File: src/rtl/ysyx_22041412_alu_arb.sv
// Two-requester arbiter/sequencer for the shared combinational ALU.
// Req0 = EXU integer ops, req1 = LSU address generation.
//
// Ports:
//   clk, rst_n               clock, async active-low reset
//   reqN_valid/ready         N=0,1 request handshake
//   reqN_opcode/func3/func7  ALU control fields of request N
//   reqN_src1/src2/tag       operands and echoed tag of request N
//   alu_opcode..alu_scr2     to shared ALU, zero when nothing granted
//   alu_result               from ALU, combinational on alu_*
//   rspN_valid/ready         N=0,1 response handshake
//   rsp_result/rsp_tag       registered response shared by both channels
//   op_cnt                   accepted-request counter, wraps to 0
//
// Config macro YSYX_22041412_ALU_ARB_FIXED_PRIO_EN: when defined req0
// always wins a tie; otherwise ties are resolved round-robin.
module ysyx_22041412_alu_arb #(
    parameter int TAG_W = 4,
    parameter int CNT_W = 32
) (
    input  logic             clk,
    input  logic             rst_n,
    input  logic             req0_valid,
    output logic             req0_ready,
    input  logic [6:0]       req0_opcode,
    input  logic [2:0]       req0_func3,
    input  logic             req0_func7,
    input  logic [63:0]      req0_src1,
    input  logic [63:0]      req0_src2,
    input  logic [TAG_W-1:0] req0_tag,
    input  logic             req1_valid,
    output logic             req1_ready,
    input  logic [6:0]       req1_opcode,
    input  logic [2:0]       req1_func3,
    input  logic             req1_func7,
    input  logic [63:0]      req1_src1,
    input  logic [63:0]      req1_src2,
    input  logic [TAG_W-1:0] req1_tag,
    output logic [6:0]       alu_opcode,
    output logic [2:0]       alu_func3,
    output logic             alu_func7,
    output logic [63:0]      alu_scr1,
    output logic [63:0]      alu_scr2,
    input  logic [63:0]      alu_result,
    output logic             rsp0_valid,
    input  logic             rsp0_ready,
    output logic             rsp1_valid,
    input  logic             rsp1_ready,
    output logic [63:0]      rsp_result,
    output logic [TAG_W-1:0] rsp_tag,
    output logic [CNT_W-1:0] op_cnt
);

    logic             rsp_vld_q,    rsp_vld_d;
    logic             rsp_id_q,     rsp_id_d;
    logic [63:0]      rsp_result_q, rsp_result_d;
    logic [TAG_W-1:0] rsp_tag_q,    rsp_tag_d;
    logic [CNT_W-1:0] op_cnt_q,     op_cnt_d;
    logic             last_gnt_q,   last_gnt_d;

    logic gnt_vld;
    logic gnt;
    logic rsp_fire;
    logic can_accept;
    logic accept;

    // State register: response slot, owner, counter and round-robin pointer.
    always_ff @(posedge clk or negedge rst_n) begin
        if (!rst_n) begin
            rsp_vld_q    <= 1'b0;
            rsp_id_q     <= 1'b0;
            rsp_result_q <= '0;
            rsp_tag_q    <= '0;
            op_cnt_q     <= '0;
            last_gnt_q   <= 1'b1;
        end else begin
            rsp_vld_q    <= rsp_vld_d;
            rsp_id_q     <= rsp_id_d;
            rsp_result_q <= rsp_result_d;
            rsp_tag_q    <= rsp_tag_d;
            op_cnt_q     <= op_cnt_d;
            last_gnt_q   <= last_gnt_d;
        end
    end

    // Grant and next-state logic.
    always_comb begin
        gnt_vld = req0_valid | req1_valid;
`ifdef YSYX_22041412_ALU_ARB_FIXED_PRIO_EN
        gnt = ~req0_valid;
`else
        // A tie goes to whoever did not win the last accepted op.
        gnt = (req0_valid & req1_valid) ? ~last_gnt_q : req1_valid;
`endif
        rsp_fire   = rsp_vld_q & (rsp_id_q ? rsp1_ready : rsp0_ready);
        // The slot may be refilled in the same cycle it drains.
        can_accept = ~rsp_vld_q | rsp_fire;
        accept     = rst_n & gnt_vld & can_accept;

        rsp_vld_d    = rsp_vld_q;
        rsp_id_d     = rsp_id_q;
        rsp_result_d = rsp_result_q;
        rsp_tag_d    = rsp_tag_q;
        op_cnt_d     = op_cnt_q;
        last_gnt_d   = last_gnt_q;

        if (accept) begin
            rsp_vld_d    = 1'b1;
            rsp_id_d     = gnt;
            rsp_result_d = alu_result;
            rsp_tag_d    = gnt ? req1_tag : req0_tag;
            op_cnt_d     = op_cnt_q + 1'b1;
            last_gnt_d   = gnt;
        end else if (rsp_fire) begin
            rsp_vld_d = 1'b0;
        end
    end

    // Output logic.
    always_comb begin
        req0_ready = accept & ~gnt;
        req1_ready = accept & gnt;

        alu_opcode = '0;
        alu_func3  = '0;
        alu_func7  = 1'b0;
        alu_scr1   = '0;
        alu_scr2   = '0;
        if (gnt_vld) begin
            alu_opcode = gnt ? req1_opcode : req0_opcode;
            alu_func3  = gnt ? req1_func3  : req0_func3;
            alu_func7  = gnt ? req1_func7  : req0_func7;
            alu_scr1   = gnt ? req1_src1   : req0_src1;
            alu_scr2   = gnt ? req1_src2   : req0_src2;
        end

        rsp0_valid = rsp_vld_q & ~rsp_id_q;
        rsp1_valid = rsp_vld_q & rsp_id_q;
        rsp_result = rsp_result_q;
        rsp_tag    = rsp_tag_q;
        op_cnt     = op_cnt_q;
    end

endmodule

File: config.mk
export PLATFORM = sky130hd
export DESIGN_NAME = ysyx_22041412_alu_arb
export DESIGN_NICKNAME = d
export VERILOG_FILES = /design/src/rtl/ysyx_22041412_alu_arb.sv
export SDC_FILE = /design/constraint.sdc
export NUM_CORES = 1
export LEC_CHECK = 0
export ABC_AREA = 1
export CORE_AREA = 3 3 234 236
export DETAILED_ROUTE_END_ITERATION = 8
export DIE_AREA = 0 0 237 239
export PLACE_DENSITY_LB_ADDON = 0.3
export SLEW_MARGIN = 30
export SYNTH_ARGS = -nofsm -noshare
export SYNTH_HDL_FRONTEND = slang
export SYNTH_SLANG_ARGS = --single-unit
File: constraint.sdc
create_clock -name clk -period 3.4 [get_ports clk]
set_input_delay 0.68 -clock clk [delete_from_list [all_inputs] [get_ports clk]]
set_output_delay 0.68 -clock clk [all_outputs]
set_load 0.02 [all_outputs]
* After elaboration in Yosys (flattened, before gate mapping) *
Index checks and enable logic that the tools add are counted.

operators by class
  div/mod/pow operators = 0
  $lt $le $gt $ge = 0
  multiplexer cells = 15
  equality and inequality tests = 0
  shift-type cells = 0
  reductions and logical operators = 1
  multiply operators = 0
  bitwise operators = 14
  add/sub/neg operators = 1

operator list
  cell                     number
  $mux W64                 4
  $add A32 B1 Y32 const B  1
  $mux W7                  2
  $and A1 B1 Y1            8
  $mux W1                  6
  $mux W3                  2
  $mux W4                  1
  $not A1 Y1               4
  $or A1 B1 Y1             2
  $reduce_bool A2 Y1       1

word-level totals
  bits in read-only memories = 0
  output and inout port bits = 243
  flip-flop bits (word level) = 103
  word-level logic and storage cells = 37
  input bits = 356
  memories = 0
  latch bits = 0
  memory bits (writable) = 0

* Longest topological paths before layout *
  depth after elaboration = 5
  depth in mapped cells = 10
  gate-level depth less buffers = 9

* Worst setup path after synthesis *
No wires, ideal clock.

  kind = in2out
  from = input port req0_valid
  to = output port alu_scr1[10]
  stages on the path = 5
  data arrival time = 1.619 ns
  setup slack = 1.101 ns
  required time = 2.720 ns
  path buffers = 3
  path through = buf_2 -> clkbuf_1 -> clkbuf_1 -> nand3_1 -> nand2_1

on the way
  longest elaborated chain between the ends = 4
  elaborated cells between the ends (all ways) = 5
  those cells by class = mux: 3; bitwise: 2

RTL lines
  item           RTL line  RTL
  from (decl)    23        input logic req0_valid,
  $and A1 B1 Y1  93        gnt = (req0_valid & req1_valid) ? ~last_gnt_q : req1_valid;
  $mux W1        93
  $mux W64       133       alu_scr1 = gnt ? req1_src1 : req0_src1;
  $mux W64 (*)   129       if (gnt_vld) begin
  to (decl)      42        output logic [63:0] alu_scr1,

Every way passes the cells marked *; elsewhere a longest branch is shown, timed or not.

* Worst setup path after layout *
  from = input port req1_valid
  to = output port alu_scr1[32]

on the way
  longest elaborated chain between the ends = 4
  elaborated cells between the ends (all ways) = 5
  those cells by class = mux: 3; bitwise: 2

RTL lines
  item           RTL line  RTL
  from (decl)    31        input logic req1_valid,
  $and A1 B1 Y1  93
  $mux W1        93
  $mux W64       133
  $mux W64 (*)   129

Marked as above.

==> Implementation_results.wiki <==
{| class="wikitable"
! Metric !! Value
|-
| Status || completed
|-
| Maximum number of pins on one net before global-route repair || just over 70
|-
| Largest family of logic cells by synthesized area || simple AND/OR/NAND/NOR gates
|-
| Setup clock skew after layout || between 0.015 and 0.02 ns
|-
| Number of buffers inserted by hold repair at cts || 0
|-
| IR Drop Worst-Case VDD || 0.438 mV
|-
| Number of global-route vias before repair || 8835
|-
| Die Outline Area || between 50000 and 60000 um^2
|-
| Final count of pins violating max slew || 0
|-
| Pleak || 6.21 nW
|-
| Synthesized-area fraction occupied by ao, oa, aoi and oai cells || less than 1%
|-
| Vias per Instance || 3.92
|-
| Worst min-delay path class || input port to asynchronous set/reset pin
|-
| Mapped Area || 6540 um^2
|-
| Final setup vio count || 0
|-
| Top fanout value on the critical path || 48
|-
| Total iterations of the first detailed-routing run || 5
|-
| Critical path, cell by cell || clkdlybuf4s50_1 > nand2_4 > inv_6 > buf_16 > nand2_1 > nand2_1 > clkdlybuf4s50_1
|-
| Multiplexer share of the synthesized area || 0%
|-
| Crit path max-delay family || buffers and inverters
|-
| Final non-filler cell area || 13700 um^2
|-
| Die outline width || 237 um
|-
| Relative slew slack || a little over half
|-
| Commonest cells after routing, fill and taps aside || sky130_fd_sc_hd__clkdlybuf4s50_1 (594), sky130_fd_sc_hd__nand2_1 (552), sky130_fd_sc_hd__nand3_1 (168), sky130_fd_sc_hd__dfrtp_1 (102), sky130_fd_sc_hd__nor2_1 (37)
|-
| Post-layout minimum cycle time || 3.32 ns
|-
| Total number of yosys warnings || 0
|-
| Final wirelength || 42.4 mm
|-
| Cell chosen for the clock root || sky130_fd_sc_hd__clkbuf_16
|-
| Count of mapped cells out of synthesis || about 1000
|-
| Number of levels in the clock H-tree || 3
|-
| Post-Place Cell Area || 13400 um^2
|-
| Total number of nets in the final design || roughly 2000
|-
| Net Count, Synth || 1375
|-
| Flops & latches, synth || about 100
|-
| First-pass GRT wire length || 59.7 mm
|-
| CP Launch Type || input port
|-
| Critical path type || input port to output pin
|-
| Sum of overflow across all layers after global routing || 0
|-
| GRT Overall Usage || 14.1%
|-
| Number of clock buffers inserted by TritonCTS || 9
|-
| Slew at the pin with the worst max-slew slack || 0.686 ns
|-
| Starting density of the core || 12.4%
|-
| Critical path's slowest cell || sky130_fd_sc_hd__clkdlybuf4s50_1
|-
| Drt first-iter violations || 454
|-
| Tcrit/Tclk final || 97.7%
|-
| Clock edge transition at the registers on the reported setup and hold paths || 0.08 ns
|-
| Floorplan row count || between 80 and 90
|-
| Delay of the slowest critical-path stage || 0.61 ns
|-
| Final hold viol count || 0
|-
| Area added between synthesis and finish || 110%
|-
| Power Dens Cells || 514 nW/um^2
|-
| Crit path arrival time || 2.64 ns
|-
| WL per Instance || roughly 18 um
|-
| Gpl congestion || 0.920
|-
| Area share of and/or/nand/nor cells after synthesis || about 51%
|-
| Clock latency reported for the late side of the worst-skew pair || 0.37 ns
|-
| Commonest non-fill, non-tap cell in the layout || sky130_fd_sc_hd__clkdlybuf4s50_1
|-
| Sequential-to-total area share from yosys stat || 39.4%
|-
| Average cell area after synthesis || 6.43 um^2
|-
| Top-level I/O count || 599
|-
| Post-detailed-route DRC marker count || 0
|-
| Clock Tree Buf Depth || 2
|-
| Final ANT Viol Nets || 0
|-
| TritonCTS clock tree || yes
|-
| Die Ht || 239 um
|-
| Required time at the worst-slack endpoint || 2.72 ns
|-
| Post-detail-place hpwl || 35.2 mm
|-
| Xor-xnor portion of the synthesized cell area || ~2.4%
|-
| Final TNS setup || 0 ns
|-
| Via count of the routed design || 9001
|-
| Number of port buffers || 598
|-
| Initial antenna violation count || 20
|-
| Setup repair after global routing missed its margin || no
|-
| Share of synthesized cell area in full adder, half adder and majority cells || 0.191%
|-
| Final design utilization || 26.1%
|-
| Sinks on the clock net || 103
|-
| Post-synth cell types || 25
|-
| Maximum Capacitance Violations || 0
|-
| Maximum clock frequency || 301 MHz
|-
| Share of cells above drive strength 1 || 4.57%
|-
| CORE AREA || approximately 53000 um^2
|-
| Worst setup EP type || output pin
|-
| Number of buffers and inverters on the critical path || 4
|}
==> cell type report <==
cell class	instances	area, um^2
clock inverter	7	65.1
inverter	38	148
sequential	103	2580
multi-input combinational	814	3510
antenna	9	22.5
tap	688	861
timing repair buffer	628	6340
clock buffer	9	225
fill	5806	38900
==> worst register-to-register path: cells and delay by family, from the launching register on <==
family / cells / cell delay, ns
flops: 1 / 0.42
buf+inv: 3 / 0.93
simple gates: 5 / 0.63
==> per-layer routing <==
| layer | GRT usage, % | up-vias | wire (um) |
|---|---|---|---|
| li1 | - | 4345 | - |
| met1 | 16.3 | 4160 | 16400 |
| met2 | 24.0 | 441 | 20700 |
| met3 | 5.90 | 47 | 4450 |
| met4 | 3.74 | 8 | 727 |
| met5 | 0 | - | 54 |
==> path summary, 6_finish.rpt <==
kind                           startpoint             end  slack (ns)  cells past startpoint
max                            req1_valid    alu_scr1[32]        0.08                      7
min                                 rst_n  rsp_result[18]        0.35                      2
max reg2reg                      rsp_id_q  rsp_result[28]        1.28                      8
min reg2reg                rsp_result[59]  rsp_result[59]        0.48                      2
max in group asynchronous           rst_n  rsp_result[60]        2.01                      3
min in group clk           rsp_result[59]  rsp_result[59]        0.48                      2
==> synth_stat cells (all sizes together) <==
master	number	share of area (%)
xor2	16	2.1
nand3	170	13
nor2b	1	0.096
ha	1	0.19
clkbuf	20	1.1
inv	38	2.2
buf	43	3.7
nand2	556	32
xnor2	2	0.27
dfrtp	102	39
a21oi	1	0.076
nand3b	2	0.23
nor3	4	0.54
nor2	48	3.5
dfstp	1	0.40
nand4	13	1.2
==> stage by stage <==
stage	power (W)	setup WS [ns]	hold WS, ns	std cells
after floorplan	0.00376	1.10	0.384	1018
after global placement	0.00604	0.0177	0.461	2271
after detailed placement	0.00606	-0.0103	0.465	2271
after CTS	0.00717	0.0212	0.343	2287
after global routing	0.00752	0.00321	0.370	2289
final	0.00706	0.0776	0.353	2296
==> state kept, by name, summed over array words and instances (netlist names) <==
register	flops
rsp_result	64
op_cnt	32
rsp_tag	4
last_gnt_q	1
rsp_id_q	1
rsp_vld_q	1
==> kinds of logic (layout without fill, tap and decap cells) <==
kind of cell | count (synthesis) | count (layout)
AOI/OAI and AO/OA | 1 | 1
DFF | 103 | 103
buffers and inverters | 101 | 682
adders and majority gates | 1 | 1
xor gates and xnor gates | 18 | 18
other | 0 | 9
and+or+nand+nor | 794 | 794
==> where the power goes <==
group | internal, W | leakage [nW] | switching, W
registers | 0.00165 | 1.26 | 0.000276
logic | 0.00191 | 4.82 | 0.00217
clock network | 0.000512 | 0.137 | 0.000543
==> repair_timing <==
action	CTS	global route
endpoints found under the setup margin	1	12
buffers inserted	0	0
resized for setup	1	2
Note: power is estimated with default switching activity, not from simulation.
